<file path="src/rtl/interrupt_sequencer.sv">
// Fixed-priority 8-level interrupt sequencer in the style of the 8259A.
// Collects requests, raises INT, runs the two-pulse acknowledge and returns the vector.
module interrupt_sequencer (
    input  logic       CLK,
    input  logic       RST,
    input  logic [7:0] IR,
    input  logic [7:0] IMR,
    input  logic       LTIM,
    input  logic [4:0] VBASE,
    input  logic       AEOI,
    input  logic       INTA_N,
    input  logic       EOI_CMD,
    input  logic       EOI_SPEC,
    input  logic [2:0] EOI_LVL,
    output logic       INT,
    output logic [7:0] IRR,
    output logic [7:0] ISR,
    output logic [7:0] DOUT,
    output logic       DOUT_EN
);

    localparam logic [1:0] IDLE  = 2'd0;
    localparam logic [1:0] ACK1  = 2'd1;
    localparam logic [1:0] WAIT2 = 2'd2;
    localparam logic [1:0] ACK2  = 2'd3;

    logic [1:0] state_q, state_d;
    logic [2:0] lvl_q, lvl_d;
    logic       spurious_q, spurious_d;
    logic [7:0] irr_q, irr_d;
    logic [7:0] isr_q, isr_d;
    logic       int_q, int_d;
    logic [7:0] dout_q, dout_d;
    logic       dout_en_q, dout_en_d;
    logic [7:0] prev_ir_q;
    logic [7:0] edge_q;
    logic       prev_inta_q;

    logic       inta_fall, inta_rise;
    logic [7:0] pending;
    logic       has_winner;
    logic [2:0] winner;
    logic [2:0] isr_top;
    logic       int_cond;
    logic [7:0] ack_set, aeoi_clr, eoi_clr;

    // Index of the lowest set bit; 0 when the vector is empty (callers qualify).
    function automatic logic [2:0] lowest_index(input logic [7:0] v);
        logic [2:0] idx;
        idx = 3'd0;
        for (int i = 7; i >= 0; i--) begin
            if (v[i]) idx = 3'(i);
        end
        return idx;
    endfunction

    assign inta_fall  = prev_inta_q & ~INTA_N;
    assign inta_rise  = ~prev_inta_q & INTA_N;
    assign pending    = irr_q & ~IMR;
    assign has_winner = |pending;
    assign winner     = lowest_index(pending);
    assign isr_top    = lowest_index(isr_q);
    assign int_cond   = has_winner && ((isr_q == 8'd0) || (winner < isr_top));

    // NOTE: every signal driven here gets a default first, so no path leaves a latch.
    always_comb begin
        state_d    = state_q;
        lvl_d      = lvl_q;
        spurious_d = spurious_q;
        ack_set    = 8'd0;
        aeoi_clr   = 8'd0;
        case (state_q)
            IDLE: begin
                if (inta_fall) begin
                    state_d = ACK1;
                    if (has_winner) begin
                        lvl_d      = winner;
                        spurious_d = 1'b0;
                        ack_set    = 8'd1 << winner;
                    end else begin
                        lvl_d      = 3'd7;
                        spurious_d = 1'b1;
                    end
                end
            end
            ACK1: begin
                if (inta_rise) state_d = WAIT2;
            end
            WAIT2: begin
                if (inta_fall) state_d = ACK2;
            end
            ACK2: begin
                if (inta_rise) begin
                    state_d = IDLE;
                    if (AEOI && !spurious_q) aeoi_clr = 8'd1 << lvl_q;
                end
            end
            default: state_d = IDLE;
        endcase
    end

    always_comb begin
        eoi_clr = 8'd0;
        if (EOI_CMD) begin
            // Two's-complement trick isolates the highest-priority in-service bit.
            eoi_clr = EOI_SPEC ? (8'd1 << EOI_LVL) : (isr_q & (~isr_q + 8'd1));
        end
    end

    // Clears act on the registered ISR first, then the acknowledge set is OR-ed in.
    assign isr_d = (isr_q & ~eoi_clr & ~aeoi_clr) | ack_set;
    assign irr_d = LTIM ? (IR & ~ack_set) : ((irr_q | edge_q) & ~ack_set);

    // INT is only asserted while the FSM stays idle this cycle.
    assign int_d     = (state_q == IDLE) && !inta_fall && int_cond;
    assign dout_en_d = (state_d == ACK2);
    assign dout_d    = dout_en_d ? {VBASE, lvl_q} : 8'd0;

    // NOTE: sequential state uses non-blocking assignments so every register samples pre-edge values.
    always_ff @(posedge CLK) begin
        if (RST) begin
            state_q     <= IDLE;
            lvl_q       <= 3'd0;
            spurious_q  <= 1'b0;
            irr_q       <= 8'd0;
            isr_q       <= 8'd0;
            int_q       <= 1'b0;
            dout_q      <= 8'd0;
            dout_en_q   <= 1'b0;
            prev_ir_q   <= 8'hFF;
            edge_q      <= 8'd0;
            prev_inta_q <= 1'b1;
        end else begin
            state_q     <= state_d;
            lvl_q       <= lvl_d;
            spurious_q  <= spurious_d;
            irr_q       <= irr_d;
            isr_q       <= isr_d;
            int_q       <= int_d;
            dout_q      <= dout_d;
            dout_en_q   <= dout_en_d;
            prev_ir_q   <= IR;
            edge_q      <= IR & ~prev_ir_q;
            prev_inta_q <= INTA_N;
        end
    end

    assign INT     = int_q;
    assign IRR     = irr_q;
    assign ISR     = isr_q;
    assign DOUT    = dout_q;
    assign DOUT_EN = dout_en_q;

endmodule

</file>
<file path="config.mk">
export PLATFORM = sky130hd
export DESIGN_NAME = interrupt_sequencer
export DESIGN_NICKNAME = d
export VERILOG_FILES = /design/src/rtl/interrupt_sequencer.sv
export SDC_FILE = /design/constraint.sdc
export NUM_CORES = 1
export LEC_CHECK = 0
export ABC_AREA = 1
export CAP_MARGIN = 15
export CORE_MARGIN = 2
export CORE_UTILIZATION = 48
export DETAILED_ROUTE_END_ITERATION = 10
export GPL_ROUTABILITY_DRIVEN = 0
export GPL_TIMING_DRIVEN = 1
export PLACE_DENSITY = 0.91
export SLEW_MARGIN = 20
export SYNTH_ARGS = -nofsm -noshare
export SYNTH_HDL_FRONTEND = slang
export SYNTH_SLANG_ARGS = --single-unit
</file>
<file path="constraint.sdc">
create_clock -name CLK -period 2.3 [get_ports CLK]
set_clock_uncertainty 0.05 [all_clocks]
set_input_delay 0.69 -clock CLK [delete_from_list [all_inputs] [get_ports CLK]]
set_output_delay 0.69 -clock CLK [all_outputs]
set_load 0.05 [all_outputs]
</file>
; Word-level counts from Yosys, hierarchy flattened
; Index checks and enable logic that the tools add are counted.
[totals]
register_bits = 49
latchBits = 0
ram_bits = 0
mem_bits_ro = 0
input_bits = 31
output_inout_bits = 26
word_cells = 84
memories = 0
[classes]
add_sub_neg = 1
n_mul = 0
div = 0
magnitude_cmp = 1
n_eq_ne = 4
shift = 3
mux = 32
n_bitwise = 20
reduce_logical = 12
[ops]
columns = operator, count
row1 = 8-bit 2-to-1 mux, 9
row2 = 8-bit AND, 7
row3 = 3-bit 2-to-1 mux, 17
row4 = 8-bit inverter, 6
row5 = 1-bit by 3-bit left shift with 8-bit output (first input constant), 3
row6 = 8-bit OR, 2
row7 = 8-bit by 1-bit adder with 8-bit output (second input constant), 1
row8 = 8-bit logical NOT, 1
row9 = 2-bit 2-to-1 mux, 4
row10 = 2-bit case mux with 4 select lines, 1
row11 = 8-bit OR reduction, 1
row12 = 2-bit equality test (second input constant), 3
row13 = 1-bit logical AND, 4
row14 = 3-bit less-than comparator, 1
row15 = 1-bit inverter, 3
row16 = 1-bit AND, 2
row17 = 2-bit by 1-bit equality test with 1-bit output (second input constant), 1
row18 = 1-bit logical NOT, 2
row19 = 2-bit logical NOT, 1
row20 = 2-bit AND reduction, 1
row21 = 2-bit OR reduction, 1
row22 = 1-bit logical OR, 1
row23 = 1-bit 2-to-1 mux, 1

; Longest topological paths before layout
; Gate-level depths: netlist of run 1.
[depth]
depth_word = 17
depth_mapped = 13
ltp_nobuf = 13

; Worst setup path before layout of run 1
; No wires, ideal clock.
[synth_path]
path_kind = input-to-reg
from = in IMR[2]
to = reg int_q, in the netlist INT
setup_ns = 0.070
t_arrival_ns = 1.740
required_ns = 2.180
setup_slack_ns = 0.440
path_stages = 13
n_path_buf = 0
cell_sequence = inv_1 -> nand2_2 -> nand2_1 -> inv_1 -> nand2_1 -> nand3_2 -> inv_1 -> ha_1 -> nand2_1 -> inv_1 -> nand2_1 -> nand2_1 -> a21oi_1
[synth_between]
elab_chain_len = 9
elab_cells_between_ends = 10
cone_classes = 1 x order compare / 3 x mux / 2 x bitwise / 4 x reduce/logical
[synth_rtl]
columns = item, line
row1 = "start, declared", 7  ; input logic [7:0] IMR,
row2 = 8-bit inverter (*), 59  ; assign pending = irr_q & ~IMR;
row3 = 8-bit AND (*), 59
row4 = 3-bit 2-to-1 mux (3 in a row), 52  ; if (v[i]) idx = 3'(i);
row5 = 3-bit less-than comparator, 63  ; assign int_cond = has_winner && ((isr_q == 8'd0) || (winner < isr_top));
row6 = 1-bit logical OR, 63
row7 = 1-bit logical AND (*), 63
row8 = 1-bit logical AND (*), 115  ; assign int_d = (state_q == IDLE) && !inta_fall && int_cond;
row9 = "end signal, assigned", 139  ; int_q <= int_d;
row10 = "end, declared", 32  ; logic int_q, int_d;
; Every way passes the cells marked *; elsewhere a longest branch is shown, timed or not.
; A chain may end at the register's enable or synchronous reset.

; Worst setup path in the final report of run 1
[layout_path]
from = reg irr_q[2], in the netlist IRR[2]
to = out IRR[2]
[layout_rtl]
columns = item, line
row1 = "start, declared", 30  ; logic [7:0] irr_q, irr_d;
row2 = "start signal, assigned", 137  ; irr_q <= irr_d;
row3 = "end, declared", 16  ; output logic [7:0] IRR,
; No word-level cell between the ends.

==> results.tsv, run 1 <==
stage	metric	value	unit
cts	tritoncts	done	
pwr	vdd_drop_max	0.586	mV
synthesis	netlist.area_leader.share	46.0	%
floorplan	die_y	70.6	um
detailed_routing	drt-met1-wl	2060	um
pwr	p_leak	1.34	nW
placed_design	port-buffer-count	56	
sta	max_slew_margin	66.4	%
cts	cts_buffers	5	
synthesis	syn_area_per_cell	7.48	sq um
synthesis	synth-adder-area-share	1.17	%
cts	ctsResizeCount	0	
detailed_routing	post_drt_wl_per_cell	11.5	um
pwr	powerDensity	676	nW/um^2
worst_setup_path	cp_data_arrival_time	1.51	ns
cts	cts_root_buf	clkbuf_8	
global_routing	grt_pass1_vias	1893	
synthesis	ys_seq_area_share	46.0	%
sta	setup_violations	0	
cts	clock_latency	0.31	ns
synthesis	synth_nets	318	
sta	timing.fmax	0.444	GHz
placed_design	place_hpwl	3710	um
detailed_routing	met2_wirelength	2250	um
worst_setup_path	crit_fanout	3	
cts	clock-sinks	49	
cts	htree_levels	2	
job	cap_violations	0	
synthesis	synth_mux_area_share	0	%
synthesis	yosys.area_share.simple	28.1	%
global_routing	gr-total-overflow	0	
global_routing	grt_pass1_wl	8020	um
sta	slew_violations	0	
synthesis	synth_edf_count	0	
synthesis	synth_cell_types	33	
synthesis	yosys_most_used_dff	dfxtp_1	
synthesis	synth_top_area_cell	dfxtp_1	
min_path	hold_path_class	register to register	
global_routing	grt_max_degree	17	
worst_setup_path	crit_family	buffers and inverters	
sta	rsz0062_at_grt	no	
cts	post_cts_buffers	0	
worst_setup_path	crit_slowest_cell	clkdlybuf4s50_1	
cts	path_clk_slew	0.09	ns
outcome	status	complete, no violations	
floorplan	dieArea	4990	sq um
synthesis	ys_seq_elements	49	
detailed_routing	top_layer_used	met4	
synthesis	ys_warn_count	0	
finish	layout-drive-gt1-share	16.1	%
floorplan	start_util	49.3	%
detailed_routing	num_vias	2042	
finish	nFillCells	379	
sta	worstMarginPinSlew	0.503	ns
worst_setup_path	slowest_delay	0.82	ns
worst_setup_path	worstPathCellList	clkdlybuf4s50_1	
worst_setup_path	r2r_slack	0.68	ns
placed_design	place_inst	399	
synthesis	synth_area	2130	sq um
finish	fin_cells	407	
pwr	totalPowerFinal	1.98	mW
finish	n_antenna_cell	0	
worst_setup_path	path_class	register to primary output	
finish	utilization	67.8	%
floorplan	die_w	70.6	um
detailed_routing	drcViolationCount	0	
synthesis	synth_compound_area_share	14.6	%
detailed_routing	first_iter_violations	152	
synthesis	synth_most_common_cell	dfxtp_1	
floorplan	rows	24	
synthesis	synthArstFlopShare	0	%
detailed_routing	drt.antenna.violating_nets	0	
synthesis	ys_top_cells_by_area	dfxtp_1 46%, inv_1 8.3%, nand2_1 8.3%	
worst_setup_path	endpoint_kind	primary output	
global_routing	antenna_found_initial	0	
floorplan	core	4320	sq um
finish	num-nets-final	387	
detailed_routing	routed_wl	4680	um
finish	area_growth_syn_to_layout	37.6	%
synthesis	synth_cells	285	
detailed_routing	vias_per_cell	5.02	
worst_setup_path	critical_path_buf_inv_count	1	
detailed_routing	firstDrtPassIters	4	
synthesis	synth_xor_area_share	0	%
worst_setup_path	cp.required	1.56	ns
cts	clockBufferDepth	2	
sta	post-route-period-util	97.9	%
floorplan	io_pins	57	
detailed_routing	wl_met3	271	um
global_routing	grt.total_usage	20.1	%
worst_setup_path	critPathLaunchType	register	
cts	postCtsHoldBufs	0	
synthesis	ys_top_cells_by_count	49 x dfxtp_1, 47 x inv_1, 47 x nand2_1	
sta	hold_viol	0	
sta	final.min_clock_period	2.25	ns
synthesis	synth_top_family_by_area	simple AND/OR/NAND/NOR gates	
==> layout by cell type (no fill, tap or decap), types with 2 or more instances in the layout <==
| master | instances |
|---|---|
| a21oi_1 | 15 |
| a21oi_2 | 4 |
| buf_4 | 17 |
| bufinv_16 | 2 |
| clkbuf_8 | 5 |
| clkdlybuf4s50_1 | 47 |
| dfxtp_1 | 49 |
| ha_1 | 2 |
| inv_1 | 47 |
| inv_2 | 5 |
| nand2_1 | 47 |
| nand2_2 | 7 |
| nand3_1 | 17 |
| nand4_1 | 5 |
| nor2_1 | 26 |
| nor2_2 | 7 |
| nor2_4 | 3 |
| nor3_1 | 11 |
| o211ai_1 | 2 |
| o21ai_0 | 20 |
==> cell families (layout without fill, tap and decap cells) <==
family | after synthesis | count (layout)
DFF | 49 | 49
buffers and inverters | 57 | 127
and+or+nand+nor | 126 | 126
AOI/OAI and AO/OA | 51 | 51
adders and majority gates | 2 | 2
==> path summary, 6_finish.rpt <==
| path | from | endpoint | depth (start not counted) |
|---|---|---|---|
| setup / recovery | IRR[2] | IRR[2] | 1 |
| hold / removal | prev_ir_q[0] | edge_q[0] | 1 |
| setup reg to reg | ISR[0] | INT | 8 |
| hold reg to reg | prev_ir_q[0] | edge_q[0] | 1 |
==> metal layers <==
layer,track usage [%],vias to the layer above
met2,33.6,65
met5,0,-
met3,4.13,9
met1,25.2,909
met4,8.39,0
li1,-,1059
==> area by class of cell <==
class / count / area [sq um] / share of cell area (%)
inverter: 54 / 204 / 6.95
sequential: 49 / 981 / 33.4
clock buffer: 5 / 68.8 / 2.35
tap: 52 / 65.1 / 2.22
timing repair buffer: 65 / 611 / 20.8
clock inverter: 3 / 68.8 / 2.35
multi-input combinational: 179 / 935 / 31.9
==> report_power, final <==
part,total (mW),switching [mW],internal [mW]
logic,0.345,0.202,0.144
registers,0.909,0.0256,0.884
clock network,0.727,0.290,0.437
total,1.98,0.517,1.46
==> stage by stage <==
stage	worst slack [ns]	area, sq um	hold slack (ns)	setup TNS (ns)
after detailed placement	-0.0824	2790	0.329	-0.0824
after floorplan	0.440	2130	0.325	0
after global routing	0.000468	2930	0.368	0
after CTS	0.0353	2930	0.350	0
after global placement	0.0168	2790	0.327	0
final	0.0481	2930	0.349	0
==> flip-flops by register name, summed over array words and instances, names as in the netlist <==
| signal | count |
|---|---|
| DOUT | 8 |
| DOUT_EN | 1 |
| INT | 1 |
| IRR | 8 |
| ISR | 8 |
| edge_q | 8 |
| lvl_q | 3 |
| prev_inta_q | 1 |
| prev_ir_q | 8 |
| spurious_q | 1 |
| state_q | 2 |
Power figures use the tool's default switching activity.
==> run 2: changes to the inputs <==
--- a/config.mk
+++ b/config.mk
@@ -13,6 +13,7 @@
 export GPL_ROUTABILITY_DRIVEN = 0
 export GPL_TIMING_DRIVEN = 1
 export PLACE_DENSITY = 0.91
+export SKIP_CTS_REPAIR_TIMING = 1
 export SLEW_MARGIN = 20
 export SYNTH_ARGS = -nofsm -noshare
 export SYNTH_HDL_FRONTEND = slang
==> results of run 2 <==
Same layout as run 1: the final DEF is identical, and so are final timing and power.
